$ cat config.mk
export PLATFORM = sky130hd
export DESIGN_NAME = if_stage
export DESIGN_NICKNAME = d
export VERILOG_FILES = /design/src/rtl/if_stage.sv
export SDC_FILE = /design/constraint.sdc
export NUM_CORES = 1
export LEC_CHECK = 0
export CORE_MARGIN = 3
export CORE_UTILIZATION = 25
export CTS_CLUSTER_DIAMETER = 100
export DETAILED_ROUTE_END_ITERATION = 12
export PLACE_DENSITY = 0.56
export SLEW_MARGIN = 10
export SYNTH_ARGS = -nofsm -noshare
export SYNTH_HDL_FRONTEND = slang
export SYNTH_SLANG_ARGS = --single-unit
$ cat constraint.sdc
create_clock -name clk -period 5.3 [get_ports clk]
set_clock_uncertainty 0.2 [all_clocks]
set_input_delay 1.06 -clock clk [delete_from_list [all_inputs] [get_ports clk]]
set_output_delay 1.06 -clock clk [all_outputs]
set_load 0.05 [all_outputs]
$ cat src/rtl/if_stage.sv
// Instruction-fetch stage: owns the program counter, drives the external PC+4 adder
// and holds the IF/ID pipeline register along with a saturating fetch counter.
module if_stage #(
   parameter int unsigned         PC_WIDTH    = 8,
   parameter int unsigned         INSTR_WIDTH = 32,
   parameter logic [PC_WIDTH-1:0] RESET_PC    = 8'h00
) (
   input  logic                   clk,
   input  logic                   rst,
   input  logic                   stall,
   input  logic                   flush,
   input  logic                   branch_taken,
   input  logic [PC_WIDTH-1:0]    branch_target,
   input  logic                   jump,
   input  logic [PC_WIDTH-1:0]    jump_target,
   output logic [PC_WIDTH-1:0]    imem_addr,
   input  logic [INSTR_WIDTH-1:0] imem_rdata,
   output logic [PC_WIDTH-1:0]    adder_din1,
   output logic [PC_WIDTH-1:0]    adder_din2,
   output logic                   adder_cin,
   input  logic [PC_WIDTH-1:0]    adder_dout,
   output logic [INSTR_WIDTH-1:0] ifid_instr,
   output logic [PC_WIDTH-1:0]    ifid_pc4,
   output logic                   ifid_valid,
   output logic [15:0]            fetch_count
);

   logic [PC_WIDTH-1:0] pc;
   logic [PC_WIDTH-1:0] pc_next;
   logic                squash;
   logic                load;
   logic                unused_target_bits;

   // Targets are forced word-aligned, so their low bits never matter.
   assign unused_target_bits = ^{branch_target[1:0], jump_target[1:0]};

   assign squash = flush | branch_taken | jump;
   assign load   = ~squash & ~stall;

   assign imem_addr  = pc;
   assign adder_din1 = pc;
   assign adder_din2 = PC_WIDTH'(4);
   assign adder_cin  = 1'b0;

   // Branch beats jump: it belongs to the older instruction in EX.
   always_comb begin
      pc_next = adder_dout;
      if (branch_taken) begin
         pc_next = {branch_target[PC_WIDTH-1:2], 2'b00};
      end else if (jump) begin
         pc_next = {jump_target[PC_WIDTH-1:2], 2'b00};
      end else if (stall) begin
         pc_next = pc;
      end
   end

   always_ff @(posedge clk) begin
      if (rst) begin
         pc <= RESET_PC;
      end else begin
         pc <= pc_next;
      end
   end

   always_ff @(posedge clk) begin
      if (rst || squash) begin
         ifid_instr <= '0;
         ifid_pc4   <= '0;
         ifid_valid <= 1'b0;
      end else if (load) begin
         ifid_instr <= imem_rdata;
         ifid_pc4   <= adder_dout;
         ifid_valid <= 1'b1;
      end
   end

   always_ff @(posedge clk) begin
      if (rst) begin
         fetch_count <= '0;
      end else if (load && (fetch_count != 16'hFFFF)) begin
         fetch_count <= fetch_count + 16'd1;
      end
   end

endmodule

==> results.txt <==
* Core Util, Final: 41.3%
- Summing every instance area after synthesis gives 0.00273 mm^2.
- RSZ-0062 raised after global routing: no
- The filler cells instantiated in the layout total 1058.
- Clock tree from TritonCTS: yes
- Adding up every negative setup slack in the final design gives 0 ps.
- STA classifies the critical path startpoint as an input pin.
- Worst min-delay path startpoint: ifid_instr[16]
- Routed wirelength normalized by instance count: 13.3 um
* Count of inserted antenna diode cells: 0
- The tightest hold path in the finished design has a slack of 253 ps.
- Result of the run: completed
- Worst Path Max Fanout: 39
* First-pass iteration count of the detailed router: 4
- The worst hold path was traced through 2 stages.
* Dominant register cell in the synthesized netlist: dfxtp_1
- Flip-flop and latch count after synthesis: 65
- For the worst setup path, the data arrival time is 3690 ps.
- Summed over all cells, the static leakage comes to 1.43 nW.
* Synthesis warning total: 0
- Largest net degree at the start of global routing: 41
- The worst register-to-register path ends at fetch_count[15].
- Max cap viols: 0
- Critical path start-end classification: in2reg
- Post-route antenna net violation count: 0
- In the post-synthesis netlist, the biggest area contributors are dfxtp_1, nand2_1, a21oi_1.
- The H-tree was split into 3 levels.
* Least-Margin Pin Slew: 652 ps
- Capture endpoint of the worst hold path: ifid_instr[16]
- Number of synthesized flops with an enable pin: 0
* Half-perimeter wire length after detailed placement: 5620 um
- Worst-path cell with the longest stage delay: or4_4
- Critical path capture point type: register
- In the finished design, the share of the clock period the worst path needs comes to 68.3%.
* Share of cells above drive strength 1: 5.87%
* WL final: 7920 um
- Buffers inserted during clock tree synthesis total 9.
- Commonest cells in the synthesized netlist: nand2_1, dfxtp_1, a21oi_1
- Unique masters post-synth: 33
- Initial DRC count: 179
- Pwr/cell area: 275 mW/mm^2
- Highest Clock Rate: 276 MHz
* Total congestion overflow: 0
* Insertion delay of the later-clocked pin in the worst-skew pair: 330 ps
- Post-layout min period: 3620 ps
- After clock tree synthesis, the repair step resized 0 gates.
- Data on the critical path is required at its endpoint by 5360 ps.
- In this run the critical register-to-register path is launched from fetch_count[0].
- Combined global-route utilization of all metal layers: 13.1%
- Number of endpoints with negative hold slack in the final report: 0
* Number of non-filler instances in the completed layout: 596
- Count of final max-slew check failures: 0
- Syn_area_per_cell: 8.02 um^2
- Counting flops with an async set or reset pin after synthesis yields a share of 0%.
* Hold Crit Class: reg2reg
* Number of top-level pins: 144
- Routability-driven placement finished with a final weighted congestion of 0.755.
* Reg2Reg Depth: 6
- Clock root buffer: clkbuf_8
- Final setup viols: 0
- Sequential elements use 47.6% of the synthesized area.
- DRC violation count after routing: 0
- Number of setup buffers added after CTS: 0
* Die height: 111 um
- The region available for standard cell placement spans 0.0105 mm^2.
* Number of buffer cells added on primary ports: 130
- nand2_1 is the most common cell in the netlist.
- The clock drives 65 sinks.
- The clock passes through at most 2 buffers.
- Compared with the post-synthesis result, the final layout area differs by 58.0%.
- In this run the core area contains 37 standard-cell rows.
* Area fraction of the dominant cell type after synthesis: 47.6%
- The critical path goes through clkdlybuf4s50_1, or4_4, or3_4, or3_1, a21oi_1.
* Slew headroom: 56.4%
- The via count of the first global-routing pass came to 2571.
- DR vias/cell: 4.51
- Summing over every cut layer, the via total after detailed routing is 2689.
- The initial antenna violation count is 0.
* Global-route wire length before repair: 13300 um
- Critical path's largest stage delay: 880 ps
- After clock tree synthesis, the clock-pin slew on the worst setup and hold paths is 70 ps.
- In this run the horizontal extent of the chip is 111 um.
- Of all cell types, the one taking the most synthesized area is dfxtp_1.
- Start point of the critical path: branch_taken
- The die covers 0.0122 mm^2.
- Effective utilization at floorplan: 26.1%
- Across all register-to-register paths, the minimum setup slack is 3190 ps.
- Net count reported at finish: 518
* Placed cell count: 580
* Mapped Cells: 341
- Number of hold-repair buffers added at the cts stage: 0
- Across the VDD grid, the largest voltage drop is 0.124 mV.
[worst max path at each step]
stage / endpoint / cells past startpoint
floorplan: fetch_count[10] / 5
global placement: fetch_count[8] / 5
detailed placement: fetch_count[8] / 5
CTS: fetch_count[8] / 5
global route: fetch_count[8] / 5
finish: fetch_count[8] / 5
[cells in the final DEF (no fill, tap or decap), drive strengths merged, types with 6 or more instances in the layout]
master and instances:
nor4 6, clkbuf 12, nor3 21, clkdlybuf4s50 130
conb 9, nand2 78, a21oi 49, nor2b 8
nor2 20, mux2i 7, dfxtp 65, or3 6
[logic make-up (layout without fill, tap and decap cells)]
group           count (synthesis)  count (layout)  synth area share, %
mux                             9               9                 3.39
xor+xnor                        1               1                0.320
buf+inv                        42             154                 8.47
compound gates                 64              64                 13.0
fa+ha+maj                       1               1                0.458
flops                          65              65                 47.6
simple gates                  157             157                 26.5
other cells                     2               9                0.275
[critical path, delay by kind of cell]
| kind | cells | cell delay (ps) |
|---|---|---|
| buf+inv | 1 | 740 |
| compound gates | 1 | 150 |
| simple gates | 3 | 1730 |
[flip-flops by register name, indices dropped and copies added, names as in the netlist]
signal,flops
adder_din1,8
fetch_count,16
ifid_instr,32
ifid_pc4,8
ifid_valid,1
[metrics by stage]
stage | area, um^2 | setup WS [ps] | power, mW
after floorplan | 2760 | 2450 | 0.593
after global placement | 4060 | 1350 | 0.651
after detailed placement | 4060 | 1330 | 0.651
after CTS | 4320 | 1680 | 1.21
after global routing | 4320 | 1560 | 1.24
final | 4320 | 1680 | 1.19
[layer usage]
| metal | track usage, % | routed length [um] | vias up |
|---|---|---|---|
| met5 | 0 | 0 | - |
| met2 | 21.6 | 3860 | 82 |
| met4 | 3.45 | 75 | 0 |
| met3 | 5.26 | 593 | 8 |
| met1 | 15.8 | 3390 | 1230 |
| li1 | - | - | 1369 |
[cell type report]
| type | count | area (um^2) | share of cell area, % |
|---|---|---|---|
| flip-flops and latches | 65 | 1300 | 30.1 |
| multi-input cells | 241 | 1240 | 28.6 |
| repair buffers | 135 | 1340 | 31.0 |
| clock buffers | 12 | 165 | 3.82 |
| well taps | 136 | 170 | 3.94 |
| clock inverters | 4 | 97.6 | 2.26 |
| inverters | 3 | 11.3 | 0.261 |
[where the power goes]
group	switching, mW	internal (mW)	total, mW	leakage, nW
clock	0.196	0.351	0.547	0.129
combinational	0.0800	0.0623	0.142	0.780
sequential	0.00389	0.493	0.497	0.525
No activity file was read; power rests on OpenSTA's default activity.
==> RTL edit 1 (same settings) <==
Add an input register stage for `branch_target` and `jump_target`, cleared by the reset; this delays them by one clock. The other inputs are not delayed to match.
--- a/src/rtl/if_stage.sv
+++ b/src/rtl/if_stage.sv
@@ -27,2 +27,15 @@
 
+   logic [PC_WIDTH-1:0] branch_target_q;
+   logic [PC_WIDTH-1:0] jump_target_q;
+
+   always_ff @(posedge clk) begin
+      if (rst) begin
+         branch_target_q <= '0;
+         jump_target_q   <= '0;
+      end else begin
+         branch_target_q <= branch_target;
+         jump_target_q   <= jump_target;
+      end
+   end
+
    logic [PC_WIDTH-1:0] pc;
@@ -34,3 +47,3 @@
    // Targets are forced word-aligned, so their low bits never matter.
-   assign unused_target_bits = ^{branch_target[1:0], jump_target[1:0]};
+   assign unused_target_bits = ^{branch_target_q[1:0], jump_target_q[1:0]};
 
@@ -48,5 +61,5 @@
       if (branch_taken) begin
-         pc_next = {branch_target[PC_WIDTH-1:2], 2'b00};
+         pc_next = {branch_target_q[PC_WIDTH-1:2], 2'b00};
       end else if (jump) begin
-         pc_next = {jump_target[PC_WIDTH-1:2], 2'b00};
+         pc_next = {jump_target_q[PC_WIDTH-1:2], 2'b00};
       end else if (stall) begin
Check against the original RTL: not equivalent (a bounded check fails within 4 cycles, from zero or initial values and one cycle with rst high).
==> RTL edit 1 against the original RTL <==
- sequential cell count up 12
- synthesized area up 12%
- final cell count up 6.0%
- combinational power about the same
- non-clock buffer count up 1
- worst setup slack worse by 0.25 ns
- wire length up 12%
- die area up 11%
- power up 18%
- final area up 9.3%
- worst hold slack better by 0.00069 ns
- critical path depth up 1
- critical endpoint is now fetch_count[13]
- largest cell class is now registers
==> RTL edit 1: results (changes against the original RTL) <==
Status
  – Status: finished, final reports clean

Synth
  – Synth Area in Compound Gates: 11.7% (-1.3 points)
  – Sequential share of the synthesized area: 50.3% (+2.7 points)
  – Top post-synthesis cells by area: dfxtp_1 50%, nand2_1 9.2%, a21oi_1 8.3%
  – Multiplexer area fraction after synthesis: 2.61% (-0.77 points)
  – Avg Inst Size Synth: 8.26 um^2 (+3.1%)
  – Most instantiated cells after synthesis: 77 x dfxtp_1, 75 x nand2_1, 51 x a21oi_1
  – Synth Register Bits: 77 (+18%)
  – Synth Area in XOR/XNOR: 0.286% (-0.035 points)
  – Synth cell types: 30 (-9.1%)

Layout
  – Diode count: 0 (unchanged)
  – Share of cells above drive strength 1: 4.91% (-0.96 points)
  – FF/Latch Area: 1540 um^2 (+18%)
  – Layout Cells excl Fill: 632 (+6.0%)
  – Clkbuf count: 11 (-1)
  – Buffer share of cell area: 28.5% (-2.5 points)
  – Multi-input gate count: 257 (+6.6%)
  – Area occupied by multi-input gates: 1320 um^2 (+6.6%)
  – Non-clock buffers: 136 (+0.74%)
  – # fillers: 1192 (+13%)
  – ClkCell Share: 6.92% (+0.83 points)
  – Sequential share of cell area: 32.6% (+2.5 points)
  – # nets final: 547 (+5.6%)

Global routing
  – Met2 Usage GRT: 21.8% (+0.20 points)
  – GR Layer Usage met1: 14.3% (-1.5 points)
  – Vias in the first global route: 2788 (+8.4%)
  – Overall Global Routing Usage: 13.0% (-0.055 points)
  – First-pass GRT wire length: 13900 um (+4.5%)
  – Met3 Use GR: 6.11% (+0.85 points)

Detailed routing
  – Met1 wire length: 3560 um (+5.1%)
  – Initial DRC count: 115 (-36%)
  – Met3 routed WL: 852 um (+44%)
  – Drt wl/cell: 14.0 um (+5.2%)
  – Met2 WL: 4270 um (+11%)

Die
  – Placeable Area: 11700 um^2 (+12%)

CTS
  – Num CTS Buffers: 9 (unchanged)
  – Clk pin slew, worst setup/hold paths: 0.06 ns
  – Root Buffer: clkbuf_16

Placed design
  – Detailed placement HPWL: 6210 um (+10%)
  – Setup WS pre-CTS: 1.08 ns (-0.243 ns)
  – Gp weighted congestion: 0.719 (-4.8%)
  – # placed instances: 616 (+6.2%)
  – Placed cell areas: 4400 um^2 (+8.3%)

Pwr
  – Peak VDD IR: 0.000153 V (+24%)
  – Clk power: 0.668 mW (+22%)
  – Total power: 1.40 mW (+18%)
  – Flop pwr share: 42.3% (+0.4 points)
  – Leak: 1.57 nW (+9.3%)
  – Switching share of power: 23.1% (-0.43 points)

Worst setup path
  – CP max stage delay: 0.78 ns (-0.10 ns)

Timing
  – Slew @ Worst Pin: 0.895 ns (+0.243 ns)
==> RTL edit 1: cell count changes after synthesis, sizes merged, moves of 3 or more <==
| cell | before | now |
|---|---|---|
| buf | 24 | 21 |
| clkbuf | 15 | 20 |
| dfxtp | 65 | 77 |
| nand2 | 78 | 75 |
| nor2 | 20 | 23 |
| nor2b | 8 | 18 |
| nor3 | 21 | 25 |
==> RTL edit 1: worst paths after layout <==
check | endpoint | cells past startpoint | from | slack [ns]
min | ifid_instr[8] | 2 | ifid_instr[8] | 0.25
max reg2reg | fetch_count[1] | 5 | fetch_count[0] | 2.88
min reg2reg | ifid_instr[8] | 2 | ifid_instr[8] | 0.25
max | fetch_count[13] | 6 | stall | 1.43
==> RTL edit 1: critical path: cells and delay by family <==
kind                   cells  cell delay [ns]
buffers and inverters      2             0.63
AOI/OAI and AO/OA          1             0.17
and+or+nand+nor            3             2.06
==> RTL edit 2 (config.mk and constraints unchanged) <==
Without the edit above. The parameter `INSTR_WIDTH` goes from 32 to 16.
--- a/src/rtl/if_stage.sv
+++ b/src/rtl/if_stage.sv
@@ -4,3 +4,3 @@
    parameter int unsigned         PC_WIDTH    = 8,
-   parameter int unsigned         INSTR_WIDTH = 32,
+   parameter int unsigned         INSTR_WIDTH = 16,
    parameter logic [PC_WIDTH-1:0] RESET_PC    = 8'h00
Ports: changed (resized ifid_instr and imem_rdata); port bits go from 144 to 112. No check against the original RTL was run, so the function may have changed too.
==> RTL edit 2 against the original RTL <==
- power fell by 40%
- final cell count fell by 22%
- register-to-register slack got worse by 0.12 ns
- core utilization fell by 2.4 points
- wire length fell by 25%
- final area fell by 25%
- worst setup slack got worse by 0.11 ns
- first-iteration DRC count fell by 74%
- count of clock-buffer cells in the layout fell by 5
- sequential cell count fell by 16
- synthesized area fell by 19%
- largest cell class is now multi-input gates
==> RTL edit 2: results (changes against the original RTL) <==
Layout
  – Multi-input gate count: 195 (-19%)
  – Non-clock buffers: 104 (-23%)
  – FF/Latch Area: 981 um^2 (-25%)
  – Fraction of area in multi-input gates: 31.8% (+3.1 points)
  – Diode count: 0 (unchanged)
  – Inverters: 1 (-2)
  – Buffer share of cell area: 31.5% (+0.47 points)
  – # fillers: 876 (-17%)
  – Clkbuf count: 7 (-5)
  – ClkCell Share: 2.57% (-3.5 points)
  – # nets final: 403 (-22%)
  – Largest registers: fetch_count: 16 flops, ifid_instr: 16 flops
  – Share of cells above drive strength 1: 4.20% (-1.7 points)

Global routing
  – Largest net degree at the start of global routing: 26 (-37%)
  – Vias in the first global route: 1972 (-23%)
  – First-pass GRT wire length: 9670 um (-27%)
  – Initial antenna violation count: 0 (unchanged)
  – Overall Global Routing Usage: 11.8% (-1.3 points)

Synth
  – Top FF cell, synth: dfxtp_1
  – Share of the synthesized area in the top cell type: 44.6% (-3.0 points)
  – Synth cell types: 28 (-15%)
  – Post-Synth Adder-Cell Area: 0.569% (+0.11 points)
  – Synth warn: 0 (unchanged)
  – Top post-synthesis cells by area: dfxtp_1 45%, a21oi_1 8.4%, nand2_1 7.3%
  – Most instantiated cells after synthesis: 49 x dfxtp_1, 43 x nand2_1, 37 x a21oi_1
  – Synth Area in XOR/XNOR: 0.398% (+0.078 points)
  – Synth Area in Compound Gates: 12.8% (-0.10 points)
  – Ys async rst share: 0% (unchanged)
  – Multiplexer area fraction after synthesis: 4.09% (+0.71 points)
  – Sequential share of the synthesized area: 44.6% (-3.0 points)
  – Post-Synthesis Cells: 273 (-20%)

CTS
  – Clock buffer depth: 2 (unchanged)
  – Post-CTS Setup Bufs: 0 (unchanged)
  – Clk pin slew, worst setup/hold paths: 0.09 ns (+0.02 ns)
  – Sink Count: 49 (-25%)
  – Num CTS Buffers: 5 (-4)
  – Worst-Skew Late Latency: 0.29 ns (-0.04 ns)
  – Root Buffer: clkbuf_8
  – H-tree Lvls: 2 (-1)

Detailed routing
  – Vias/cell: 4.58 (+1.4%)
  – Pre-Repair DR Iteration Count: 4 (unchanged)
  – Initial DRC count: 46 (-74%)
  – Routed WL: 5950 um (-25%)

Worst setup path
  – CP max stage delay: 0.71 ns (-0.17 ns)
  – Slowest-stage cell, CP: or4_1
  – CP Data Arrival Time: 3.76 ns (+0.07 ns)
  – Crit path max fanout: 20 (-49%)

Pwr
  – Clock power frac: 29.8% (-16 points)
  – Flop pwr share: 52.7% (+11 points)
  – Leak: 1.06 nW (-26%)
  – Peak VDD IR: 0.0000897 V (-27%)
  – Switching pwr: 0.196 mW (-30%)

Min path
  – Worst Hold Class: flip-flop to flip-flop

Timing
  – Rel. slew slack: 41.8% (-15 points)

Placed design
  – Gp weighted congestion: 0.763 (+1.1%)
  – Setup WS pre-CTS: 1.25 ns (-0.0741 ns)
  – Detailed placement HPWL: 4420 um (-21%)
  – IO Port Bufs: 98 (-25%)

Status
  – Status: finished, final reports clean
==> RTL edit 2: changes by cell type after synthesis, sizes merged, moves of 3 or more <==
| cell | before | now |
|---|---|---|
| nor4 | 6 | 3 |
| dfxtp | 65 | 49 |
| o31ai | 3 | 8 |
| or4 | 5 | 11 |
| and3 | 3 | 0 |
| buf | 24 | 21 |
| nand2 | 78 | 43 |
| a21oi | 49 | 37 |
==> RTL edit 2: worst paths after layout <==
check	startpoint	endpoint	slack (ns)	depth (start not counted)
max	stall	fetch_count[15]	1.57	6
min	ifid_instr[7]	ifid_instr[7]	0.26	2
max reg2reg	fetch_count[5]	fetch_count[15]	3.07	4
min reg2reg	ifid_instr[7]	ifid_instr[7]	0.26	2
==> RTL edit 2: layer usage <==
layer / vias to the layer above / GRT usage, % / share of wire (%)
met2: 58 / 19.3 / 47
met4: 0 / 2.63 / 0.67
met3: 4 / 4.38 / 7.7
met1: 955 / 14.8 / 45
li1: 1097 / - / -
met5: - / 0 / 0
==> RTL edit 2: per-stage QoR <==
step           total power [mW]  cell area (um^2)  cells
6_report                  0.714              3260    462
2_1_floorplan             0.466              2230    280
5_1_grt                   0.754              3260    462
4_1_cts                   0.732              3260    462
3_3_place_gp              0.511              3180    454
3_5_place_dp              0.511              3180    454
==> RTL edit 2: cell families (layout without fill, tap and decap cells) <==
logic type      after synthesis  after routing
simple gates                124            124
compound gates               51             51
flops                        49             49
buf+inv                      36            113
mux                           9              9
other cells                   2              9
fa+ha+maj                     1              1
xor+xnor                      1              1
==> RTL edit 2: worst max-delay path: cells and delay by family <==
kind,cells,cell delay [ns]
and+or+nand+nor,3,1.95
AOI/OAI and AO/OA,1,0.14
buffers and inverters,2,0.61
